[config.mk]
export PLATFORM = sky130hd
export DESIGN_NAME = mem_bank_arbiter
export DESIGN_NICKNAME = d
export VERILOG_FILES = /design/src/rtl/mem_pkg.sv /design/src/rtl/mem_bank_arbiter_rr_pick.sv /design/src/rtl/mem_bank_arbiter.sv
export SDC_FILE = /design/constraint.sdc
export NUM_CORES = 1
export LEC_CHECK = 0
export ABC_AREA = 1
export ABC_CLOCK_PERIOD_IN_PS = 4050
export CORE_MARGIN = 3
export CORE_UTILIZATION = 40
export DETAILED_ROUTE_END_ITERATION = 10
export GPL_ROUTABILITY_DRIVEN = 0
export PLACE_DENSITY_LB_ADDON = 0.2
export SLEW_MARGIN = 5
export SYNTH_ARGS = -nofsm -noshare
export SYNTH_HDL_FRONTEND = slang
export SYNTH_SLANG_ARGS = --single-unit
[constraint.sdc]
create_clock -name clock -period 4.05 [get_ports clock]
set_input_delay 1.0125 -clock clock [delete_from_list [all_inputs] [get_ports clock]]
set_output_delay 1.0125 -clock clock [all_outputs]
set_load 0.02 [all_outputs]
[src/rtl/mem_pkg.sv]
// Shared memory-element definitions: arbiter state encoding and bank geometry.
// Imported by the bank arbiter, its round-robin picker and the bank/predecoder.
package mem_pkg;

   localparam int BANK_ADDR_WIDTH = 4;
   localparam int BANK_WORDS      = 16;
   localparam int CNT_WIDTH       = 4;

   typedef enum logic [1:0] {
      IDLE   = 2'd0,
      ACCESS = 2'd1,
      RESP   = 2'd2
   } state_t;

   // Width of a binary requester index; never below one bit.
   function automatic int idx_width(input int n);
      return (n > 1) ? $clog2(n) : 1;
   endfunction

endpackage

[src/rtl/mem_bank_arbiter_rr_pick.sv]
// Combinational round-robin priority selector.
// Scans from last_grant+1 upward with wrap; reusable for any shared resource.
module rr_pick
   import mem_pkg::*;
#(
   parameter int N  = 4,
   parameter int IW = idx_width(N)
) (
   input  logic [N-1:0]  req,
   input  logic [IW-1:0] last_grant,
   output logic [N-1:0]  winner,
   output logic [IW-1:0] index,
   output logic          any_req
);

   logic          found;
   logic [IW-1:0] j;

   assign any_req = |req;

   // First requester after the previous winner, wrapping modulo N.
   always_comb begin
      winner = '0;
      index  = '0;
      found  = 1'b0;
      j      = '0;
      for (int k = 1; k <= N; k++) begin
         j = IW'((int'(last_grant) + k) % N);
         if (!found && req[j]) begin
            found     = 1'b1;
            winner[j] = 1'b1;
            index     = j;
         end
      end
   end

endmodule

[src/rtl/mem_bank_arbiter.sv]
// Round-robin arbiter and access sequencer for one shared 16-word bank.
// Latches the winner's command, holds it for a fixed access, returns done.
module mem_bank_arbiter
   import mem_pkg::*;
#(
   parameter int NUM_REQ       = 4,
   parameter int ADDR_WIDTH    = BANK_ADDR_WIDTH,
   parameter int DATA_WIDTH    = 32,
   parameter int ACCESS_CYCLES = 2
) (
   input  logic                          clock,
   input  logic                          reset,
   input  logic [NUM_REQ-1:0]            req,
   input  logic [NUM_REQ-1:0]            req_we,
   input  logic [NUM_REQ*ADDR_WIDTH-1:0] req_addr,
   input  logic [NUM_REQ*DATA_WIDTH-1:0] req_wdata,
   output logic [NUM_REQ-1:0]            grant,
   output logic [NUM_REQ-1:0]            done,
   output logic [DATA_WIDTH-1:0]         rdata,
   output logic [ADDR_WIDTH-1:0]         mem_address,
   output logic                          mem_en,
   output logic                          mem_we,
   output logic [DATA_WIDTH-1:0]         mem_wdata,
   input  logic [DATA_WIDTH-1:0]         mem_rdata
);

   localparam int IW = idx_width(NUM_REQ);
   localparam logic [CNT_WIDTH-1:0] CNT_INIT  = CNT_WIDTH'(ACCESS_CYCLES - 1);
   localparam logic [IW-1:0]        LAST_INIT = IW'(NUM_REQ - 1);
   localparam logic [NUM_REQ-1:0]   ONE       = NUM_REQ'(1);

   state_t                 state;
   logic [IW-1:0]          last_grant;
   logic [CNT_WIDTH-1:0]   count;

   logic [NUM_REQ-1:0]     pick_onehot;
   logic [IW-1:0]          pick_idx;
   logic                   pick_any;

   logic [ADDR_WIDTH-1:0]  addr_arr  [NUM_REQ];
   logic [DATA_WIDTH-1:0]  wdata_arr [NUM_REQ];

   for (genvar i = 0; i < NUM_REQ; i++) begin : g_unpack
      assign addr_arr[i]  = req_addr[i*ADDR_WIDTH +: ADDR_WIDTH];
      assign wdata_arr[i] = req_wdata[i*DATA_WIDTH +: DATA_WIDTH];
   end

   rr_pick #(
      .N  (NUM_REQ),
      .IW (IW)
   ) u_pick (
      .req        (req),
      .last_grant (last_grant),
      .winner     (pick_onehot),
      .index      (pick_idx),
      .any_req    (pick_any)
   );

   // Sequencer: grant and latch in IDLE, hold the bank for the access, pulse done.
   always_ff @(posedge clock or posedge reset) begin
      if (reset) begin
         state       <= IDLE;
         last_grant  <= LAST_INIT;
         count       <= '0;
         grant       <= '0;
         done        <= '0;
         rdata       <= '0;
         mem_address <= '0;
         mem_en      <= 1'b0;
         mem_we      <= 1'b0;
         mem_wdata   <= '0;
      end else begin
         unique case (state)
            IDLE: begin
               if (pick_any) begin
                  grant       <= pick_onehot;
                  last_grant  <= pick_idx;
                  mem_address <= addr_arr[pick_idx];
                  mem_we      <= req_we[pick_idx];
                  mem_wdata   <= wdata_arr[pick_idx];
                  mem_en      <= 1'b1;
                  count       <= CNT_INIT;
                  state       <= ACCESS;
               end
            end
            ACCESS: begin
               grant <= '0;
               if (count == '0) begin
                  mem_en <= 1'b0;
                  mem_we <= 1'b0;
                  if (!mem_we) begin
                     rdata <= mem_rdata;
                  end
                  done  <= ONE << last_grant;
                  state <= RESP;
               end else begin
                  count <= count - 1'b1;
               end
            end
            RESP: begin
               done  <= '0;
               state <= IDLE;
            end
            default: begin
               state <= IDLE;
            end
         endcase
      end
   end

endmodule
==> run metrics, run 1 <==
status=completed; Hold Crit Class=flop to flop; clk_lat worst skew=340 ps; largest cells by area after synthesis=dfrtp_1, nand3_1, nand2_1; fraction of layout cells with a size suffix above 1=0.0940; area leader, netlist=dfrtp_1; postcts setup bufs=0; initial antenna violation count=0; Tmin final=3070 ps; synth cell count leaders=nand3_1, nand2_1, dfrtp_1; CP Data Arrival Time=3350 ps; H-tree depth=3; CTS Sinks=86; Area growth, synth to finish=59.0%; clock-pin slew on the worst setup and hold paths=60 ps; count leader, synth=nand3_1; largest family of logic cells by synthesized area=simple AND/OR/NAND/NOR gates; max cap viols=0; number of library cell types mapped by synthesis=30; Setup Viol. Count Final=0; worst slack, placed=684 ps; Cell Area, Placed=0.00771 mm2; All-Layer GR Usage=0.242; first-pass GRT wire length=27,500 um; total negative slack=0 ps; IR drop worst, VDD=0.727 mV; syn_nets=834; post-synth top area share=0.416; mux cell area share after synthesis=0.0713; Starting DRT DRC Count=373; CTS Buffer Depth=2; global route total overflow=0; effective utilization at floorplan=0.415; fill cell total of the finished layout=1,026; Adder-Cell Fraction of Synth Area=0.0248; I/O Buffers=263; sequential share of the synthesized area=0.426; count of final max-slew check failures=0; post-synthesis async set-or-reset flop share=1.00; fin crit share=0.758; clk_skew=6.04 ps; Design Area, Final=0.00803 mm2; Max Fclk=326 MHz; Synthesis Warnings=0; CP Max Fanout=74; CTS resizes=0; die extent in x=118 um; number of synthesized flops with an enable pin=0; Leak=3.62 nW; Synth Flop Type=dfrtp_1; total chip power=7.86 mW; Ant. Diodes=0; CP Class=input pin to flop; final instance count without filler cells=1,051; hold buffer count at CTS=0; slew of the pin with the lowest slew margin=791 ps; Nets=1,074; RSZ-0062 raised after global routing=false; slack of the critical path=979 ps; Syn Area/Cell=7.92 um2; XOR/XNOR share of the synthesized area=0; DRC violations left=0; die area=0.0140 mm2; DR vias=5,459; Gate Count Post-Synth=638; largest net degree at the start of global routing=75; hpwl dp=12,900 um; # IOs=264; Synth Register Bits=86; simple-gate share of the synthesized area=0.376; vias in the first global route=5,462; CTS tree=yes; placed cells=1,035; CTS Buf Count=9; Antenna Nets Post-Route=0; synthesized cell area=0.00505 mm2; Rel. slew slack=0.473; DR vias/cell=5.19; Routed WL=17,300 um; Required @ worst endpoint=4330 ps; power density over cell area=978 mW/mm2; post-DR wirelength/cell=16.4 um; CP Launch Type=input pin; compound-cell area share of the yosys netlist=0.0265; die span in y=118 um; DRT Pass-1 Iters=6; Crit. End Element=flop; Final Hold Vio Count=0; Core Region=0.0122 mm2; root buffer cell=clkbuf_16; row count=40
## worst max-delay path, stage by stage
cell             delay, ps
clkdlybuf4s50_1        500
inv_1                   70
nand2_1                 90
nand3_1                100
nand2_1                140
inv_1                  100
nand4_1                140
buf_4                  610
nand3_1                190
nand3_1                150
nand3_1                100
nand2_1                 70
## kinds of logic after synthesis
group | count (synthesis)
and+or+nand+nor | 419
buffers and inverters | 69
AOI/OAI and AO/OA | 22
muxes | 32
adders and majority gates | 10
DFF | 86
## metal layers
metal	track usage	vias up	wire length, um
li1	-	2617	-
met1	0.292	2520	6830
met2	0.412	274	8420
met3	0.0579	48	1420
met4	0.104	0	616
met5	0	-	0
## state kept, by name, indices dropped and copies added (netlist names), 2 cells and up
name and count:
mem_wdata 32, rdata 32, count 4, done 4, grant 4, mem_address 4, last_grant 2, state 2
## cells in the final DEF, fill, tap and decap left out, types with 3 or more instances in the layout
master           instances
a21oi_1                  6
a22oi_1                  4
buf_4                   10
clkbuf_16                9
clkbuf_8                 3
clkdlybuf4s50_1        263
dfrtp_1                 84
ha_1                    10
inv_1                   17
inv_2                    5
mux2_2                  30
nand2_1                190
nand2_2                  6
nand3_1                200
nand3_2                  4
nand4_1                  3
nor2_1                   8
nor2_4                   3
o21ai_0                  9
## per-stage QoR
stage	utilization	hold slack, ps
after floorplan	-	440
after global placement	0.634	455
after detailed placement	0.634	467
after CTS	0.661	484
after global routing	0.661	504
final	0.661	479
## worst paths after layout
kind / from / endpoint / slack [ps] / cells past startpoint
worst max-delay path: req[0] / mem_wdata[14] / 980 / 12
worst min-delay path: mem_wdata[6] / mem_wdata[6] / 480 / 2
worst max register to register: last_grant[0] / mem_wdata[14] / 1040 / 14
worst min register to register: mem_wdata[6] / mem_wdata[6] / 480 / 2
max in group asynchronous: reset / rdata[19] / 2010 / 3
min in group asynchronous: reset / rdata[28] / 1110 / 2
## area by class of cell
cell class	instances	area, um2	area share
Sequential cell	86	2150	0.268
Inverter	24	93.8	0.0117
Clock inverter	4	53.8	0.00670
Multi-Input combinational cell	483	2530	0.315
Tap cell	168	210	0.0262
Clock buffer	12	267	0.0332
Timing Repair Buffer	274	2730	0.340
## where the power goes
group	internal, mW	leakage, nW	total (mW)	switching (mW)
Clock	0.529	0.151	0.864	0.335
Sequential	1.31	1.04	1.57	0.258
Combinational	2.12	2.43	5.43	3.30
Total	3.97	3.62	7.86	3.89
No activity file was read; power rests on OpenSTA's default activity.
==> run 2: changes to the inputs <==
--- a/config.mk
+++ b/config.mk
@@ -6,7 +6,7 @@
 export NUM_CORES = 1
 export LEC_CHECK = 0
 export ABC_AREA = 1
-export ABC_CLOCK_PERIOD_IN_PS = 4050
+export ABC_CLOCK_PERIOD_IN_PS = 3100
 export CORE_MARGIN = 3
 export CORE_UTILIZATION = 40
 export DETAILED_ROUTE_END_ITERATION = 10
==> constraint.sdc (replaced) <==
create_clock -name clock -period 3.1 [get_ports clock]
set_input_delay 0.775 -clock clock [delete_from_list [all_inputs] [get_ports clock]]
set_output_delay 0.775 -clock clock [all_outputs]
set_load 0.02 [all_outputs]
==> run 2 against run 1 <==
Setup slack got worse by 480 ps. Via count increased by 1.3%. Highest routed layer unchanged. Largest power group unchanged. Worst hold slack got worse by 4.9 ps. Critical endpoint is now mem_wdata[29]. Sequential power rose by 31%. Critical path type is now flop to flop. Core utilization up 0.84 points.
==> run metrics, run 2 (same netlist as run 1, synthesis figures left out) <==
clk_lat worst skew=340 ps (about the same); largest net degree at the start of global routing=62 (-17%); hold buffer count at CTS=0 (unchanged); FF-to-FF setup slack=500 ps (-540 ps); IR drop worst, VDD=0.976 mV (+34%); CP Data Arrival Time=2880 ps (-470 ps); row count=40 (unchanged); Max Fclk=384 MHz; reg-to-reg startpoint=last_grant[0]; FF-to-FF path depth=15 (+1); Area growth, synth to finish=61.0%; die span in y=118 um (unchanged); clock-pin slew on the worst setup and hold paths=70 ps (about the same); DR vias=5,531 (+1.3%); CP Launch Type=flop; CP Max Fanout=61 (-18%); vias in the first global route=5,481 (+0.35%); total negative slack=0 ps (unchanged); Setup Viol. Count Final=0 (unchanged); slack of the critical path=496 ps (-484 ps); DRC violations left=0 (unchanged); initial antenna violation count=0 (unchanged); Rel. slew slack=0.492 (+0.0190); post-DR wirelength/cell=16.2 um (-1.6%); Ant. Diodes=0 (unchanged); Crit. End Element=flop; RR Endpoint=mem_wdata[29]; Final Hold Vio Count=0 (unchanged); Required @ worst endpoint=3380 ps (-950 ps); clk_skew=12.8 ps (+6.72 ps); first-pass GRT wire length=27,900 um (+1.5%); die extent in x=118 um (unchanged); CTS tree=yes; hpwl dp=13,000 um (+1.3%); most frequent cells in the layout=clkdlybuf4s50_1, nand3_1, nand2_1, dfrtp_1, mux2_2; status=completed; fin crit share=0.840; DRT Pass-1 Iters=5 (-1); All-Layer GR Usage=0.242 (+0.000646); I/O Buffers=263 (unchanged); root buffer cell=clkbuf_16; CP Class=flop to flop; Starting DRT DRC Count=349 (-6.4%); crit path from=last_grant[0]; slew of the pin with the lowest slew margin=762 ps (-28.6 ps); CTS Sinks=86 (unchanged); most common cell after layout, fill and taps aside=clkdlybuf4s50_1; H-tree depth=3 (unchanged); worst setup path endpoint=mem_wdata[29]; Core Region=0.0122 mm2 (unchanged); Routed WL=17,100 um (-1.1%); postcts setup bufs=0 (unchanged); Hold Crit Class=flop to flop; CTS Buffer Depth=2 (unchanged); DR vias/cell=5.23 (+0.74%); RSZ-0062 raised after global routing=false; CTS resizes=0 (unchanged); Leak=3.68 nW (+1.6%); Nets=1,080 (+0.56%); Largest regs=mem_wdata: 32 flops, rdata: 32 flops; global route total overflow=0 (unchanged); worst slack, placed=329 ps (-355 ps); fraction of layout cells with a size suffix above 1=0.100 (+0.00611); Tmin final=2600 ps; CTS Buf Count=9 (unchanged); max cap viols=0 (unchanged); power density over cell area=1300 mW/mm2 (+32%); Antenna Nets Post-Route=0 (unchanged); die area=0.0140 mm2 (unchanged); count of final max-slew check failures=0 (unchanged); effective utilization at floorplan=0.415 (unchanged); # IOs=264 (unchanged)
==> run 2: cell types whose count changed in the layout (fill, tap and decap cells not counted) <==
cell        previous run  this run
clkinv_4               1         0
clkinvlp_4             2         0
inv_8                  0         1
buf_12                 1         5
buf_4                 10        12
bufinv_16              1         2
clkbuf_8               3         0
clkinv_2               1         2
inv_6                  0         3
==> run 2: how the worst min path moves through the flow <==
stage | slack [ps] | start | end | depth (start not counted)
2_1_floorplan | 440 | count[0] | count[0] | 1
3_3_place_gp | 450 | mem_en | mem_en | 2
3_5_place_dp | 460 | mem_en | mem_en | 2
4_1_cts | 470 | count[0] | count[0] | 1
5_1_grt | 500 | count[0] | count[0] | 1
6_report | 470 | mem_en | mem_en | 2
==> run 2: per-layer routing <==
layer,global-route usage,part of all wire,vias up,wire length [um]
li1,-,-,2633,-
met1,0.299,0.41,2599,6960
met2,0.412,0.49,265,8340
met3,0.0608,0.076,34,1290
met4,0.0869,0.030,0,512
met5,0,0,-,0
==> run 2: worst max-delay path, cell delays in order (launching register included) <==
cell	delay [ps]
dfstp_2	680
inv_4	110
ha_1	370
inv_1	90
nand3_2	100
nand2_4	100
nor2_4	150
nand2_1	60
nand2_1	80
nand2_2	90
nand2_2	110
buf_12	260
nand2_1	100
nand3_1	90
nand3_1	70
nand2_1	70
==> run 2: metrics by stage <==
step | utilization | instance area, um2 | hold slack (ps) | power (mW) | cells
2_1_floorplan | - | 5050 | 440 | 7.05 | 638
3_3_place_gp | 0.642 | 7810 | 454 | 9.19 | 1041
3_5_place_dp | 0.642 | 7810 | 458 | 9.39 | 1041
4_1_cts | 0.669 | 8140 | 474 | 10.6 | 1057
5_1_grt | 0.669 | 8140 | 500 | 11.5 | 1057
6_report | 0.669 | 8140 | 474 | 10.5 | 1057
==> run 2: cell type report <==
| cell class | instances | area, um2 |
|---|---|---|
| clock buffers | 9 | 225 |
| clock inverters | 7 | 103 |
| fillers | 1000 | 4030 |
| inverters | 24 | 93.8 |
| multi-input cells | 483 | 2530 |
| flip-flops and latches | 86 | 2150 |
| well taps | 168 | 210 |
| repair buffers | 280 | 2820 |
==> run 2: where the power goes <==
part           switching (mW)  total [mW]  internal [mW]  leakage [nW]
clock                   0.480        1.20          0.719         0.163
combinational            4.28        7.29           3.00          2.48
sequential              0.340        2.06           1.71          1.04
total                    5.11        10.5           5.44          3.68
==> run 3: changes to the inputs <==
--- a/config.mk
+++ b/config.mk
@@ -6,7 +6,7 @@
 export NUM_CORES = 1
 export LEC_CHECK = 0
 export ABC_AREA = 1
-export ABC_CLOCK_PERIOD_IN_PS = 3100
+export ABC_CLOCK_PERIOD_IN_PS = 2500
 export CORE_MARGIN = 3
 export CORE_UTILIZATION = 40
 export DETAILED_ROUTE_END_ITERATION = 10
==> constraint.sdc (replaced) <==
create_clock -name clock -period 2.5 [get_ports clock]
set_input_delay 0.625 -clock clock [delete_from_list [all_inputs] [get_ports clock]]
set_output_delay 0.625 -clock clock [all_outputs]
set_load 0.02 [all_outputs]
==> run 3 against run 2 <==
Critical path depth fell by 2. Highest routed layer unchanged. Combinational power is 37% higher. Critical endpoint is now mem_wdata[9]. Via count increased by 0.36%. Register-to-register slack got worse by 350 ps.
==> run metrics, run 3 (same netlist as run 1, synthesis figures left out) <==
status=completed; DRT Pass-1 Iters=5 (unchanged); H-tree depth=3 (unchanged); Ant. Diodes=0 (unchanged); max cap viols=0 (unchanged); clock-pin slew on the worst setup and hold paths=60 ps (about the same); Routed WL=17,500 um (+2.1%); DRC violations left=0 (unchanged); Nets=1,099 (+1.8%); worst-path cell chain=inv_4, ha_4, inv_1, nand3_2, nand2_4, nor2_4, buf_4, nand3_2, a21oi_4, buf_12, nand3_1, nand3_1, nand2_1; fin crit share=0.942 (+0.102); Leak=3.77 nW (+2.4%); CTS Sinks=86 (unchanged); total chip power=13.8 mW (+31%); Rel. slew slack=0.514 (+0.0224); Crit. End Element=flop; Starting DRT DRC Count=275 (-21%); multi-input combinational cell area=0.00255 mm2 (+1.1%); Storage cell area=0.00215 mm2 (unchanged); power density over cell area=1660 mW/mm2 (+28%); slew of the pin with the lowest slew margin=728 ps (-33.6 ps); post-DR wirelength/cell=16.2 um (+0.25%); effective utilization at floorplan=0.415 (unchanged); Antenna Nets Post-Route=0 (unchanged); root buffer cell=clkbuf_16; clk_skew=7.34 ps (-5.43 ps); placed cells=1,057 (+1.5%); Hold Crit Class=flop to flop; largest net degree at the start of global routing=37 (-40%); die area=0.0140 mm2 (unchanged); CP Data Arrival Time=2570 ps (-310 ps); Setup Viol. Count Final=0 (unchanged); DR vias/cell=5.16 (-1.4%); row count=40 (unchanged); global route total overflow=0 (unchanged); Max Fclk=425 MHz (+11%); DR vias=5,551 (+0.36%); count of final max-slew check failures=0 (unchanged); total negative slack=0 ps (unchanged); die span in y=118 um (unchanged); Max stage delay cell, worst path=dfstp_2; vias in the first global route=5,715 (+4.3%); CP Max Fanout=24 (-61%); clk_lat worst skew=330 ps (about the same); most frequent cells in the layout=clkdlybuf4s50_1, nand3_1, nand2_1, dfrtp_1, mux2_2; CP Class=flop to flop; Final Hold Vio Count=0 (unchanged); final instance count without filler cells=1,076 (+1.8%); CP Launch Type=flop; Area growth, synth to finish=64.9%; CTS tree=yes; first-pass GRT wire length=28,600 um (+2.5%); CTS Buffer Depth=2 (unchanged); Largest regs=mem_wdata: 32 flops, rdata: 32 flops; Required @ worst endpoint=2720 ps (-660 ps); die extent in x=118 um (unchanged); hpwl dp=13,400 um (+2.6%); Core Region=0.0122 mm2 (unchanged); IR drop worst, VDD=1.16 mV (+19%); Final Core Density=0.685 (+0.0160); fraction of layout cells with a size suffix above 1=0.119 (+0.0188); crit path buf inv count=4 (+1); crit-path max cell delay=550 ps (-130 ps); fill cell total of the finished layout=975 (-2.5%); Tmin final=2360 ps (-249 ps); I/O Buffers=263 (unchanged); initial antenna violation count=0 (unchanged); All-Layer GR Usage=0.251 (+0.00830); WHS=474 ps (+0.340 ps); critical path's top delay family=simple AND/OR/NAND/NOR gates; CTS Buf Count=9 (unchanged); most common cell after layout, fill and taps aside=clkdlybuf4s50_1; # IOs=264 (unchanged)
run 3: cell count changes in the layout (fill, tap and decap cells not counted), moves of 2 or more:
cell        previous run  this run
buf_6                  0         2
nand2_4                1         3
buf_4                 12        25
buf_8                  0         2
clkinvlp_4             0         2
nand2_2                6         4
run 3: repair_timing:
action,in CTS,in global routing
buffers inserted,0,2
endpoints found under the setup margin,18,37
pin swaps,0,2
gates resized for setup,3,14
hold buffers,0,0
gates cloned,0,1
run 3: path summary, 6_finish.rpt:
check,from,end,slack [ps],cells after the start
worst max-delay path,last_grant[0],mem_wdata[9],140,13
worst min-delay path,mem_wdata[2],mem_wdata[2],470,2
worst max register to register,last_grant[0],mem_wdata[9],140,13
worst min register to register,mem_wdata[2],mem_wdata[2],470,2
max in group asynchronous,reset,last_grant[1],1390,3
min in group asynchronous,reset,rdata[26],730,3
run 3: report_power, final:
group | internal [mW] | switching, mW | leakage (nW) | total [mW]
clock network | 0.782 | 0.560 | 0.143 | 1.34
registers | 2.13 | 0.370 | 1.04 | 2.50
logic | 4.34 | 5.64 | 2.59 | 9.98
run 3: per-stage QoR:
stage	setup WS [ps]	instance area, um2
CTS	19.8	8230
global route	-1.50	8330
finish	145	8330
floorplan	164	5060
global placement	-89.3	7920
detailed placement	-223	7920
run 3: metal layers:
layer	part of all wire	track usage	vias up
met4	0.029	0.0920	0
met1	0.39	0.292	2570
met3	0.076	0.0541	38
met2	0.50	0.451	276
li1	-	-	2667
met5	0	0	-
run 3: cell type report:
class | count | area share
clock inverters | 6 | 0.00826
well taps | 168 | 0.0252
repair buffers | 299 | 0.362
flip-flops and latches | 86 | 0.259
multi-input cells | 483 | 0.307
inverters | 24 | 0.0116
clock buffers | 10 | 0.0275
run 3: worst register-to-register path: cells and delay by family (launching register included):
kind	cells	cell delay, ps
and+or+nand+nor	7	700
DFF	1	550
buffers and inverters	4	470
adders and majority gates	1	290
AOI/OAI and AO/OA	1	230
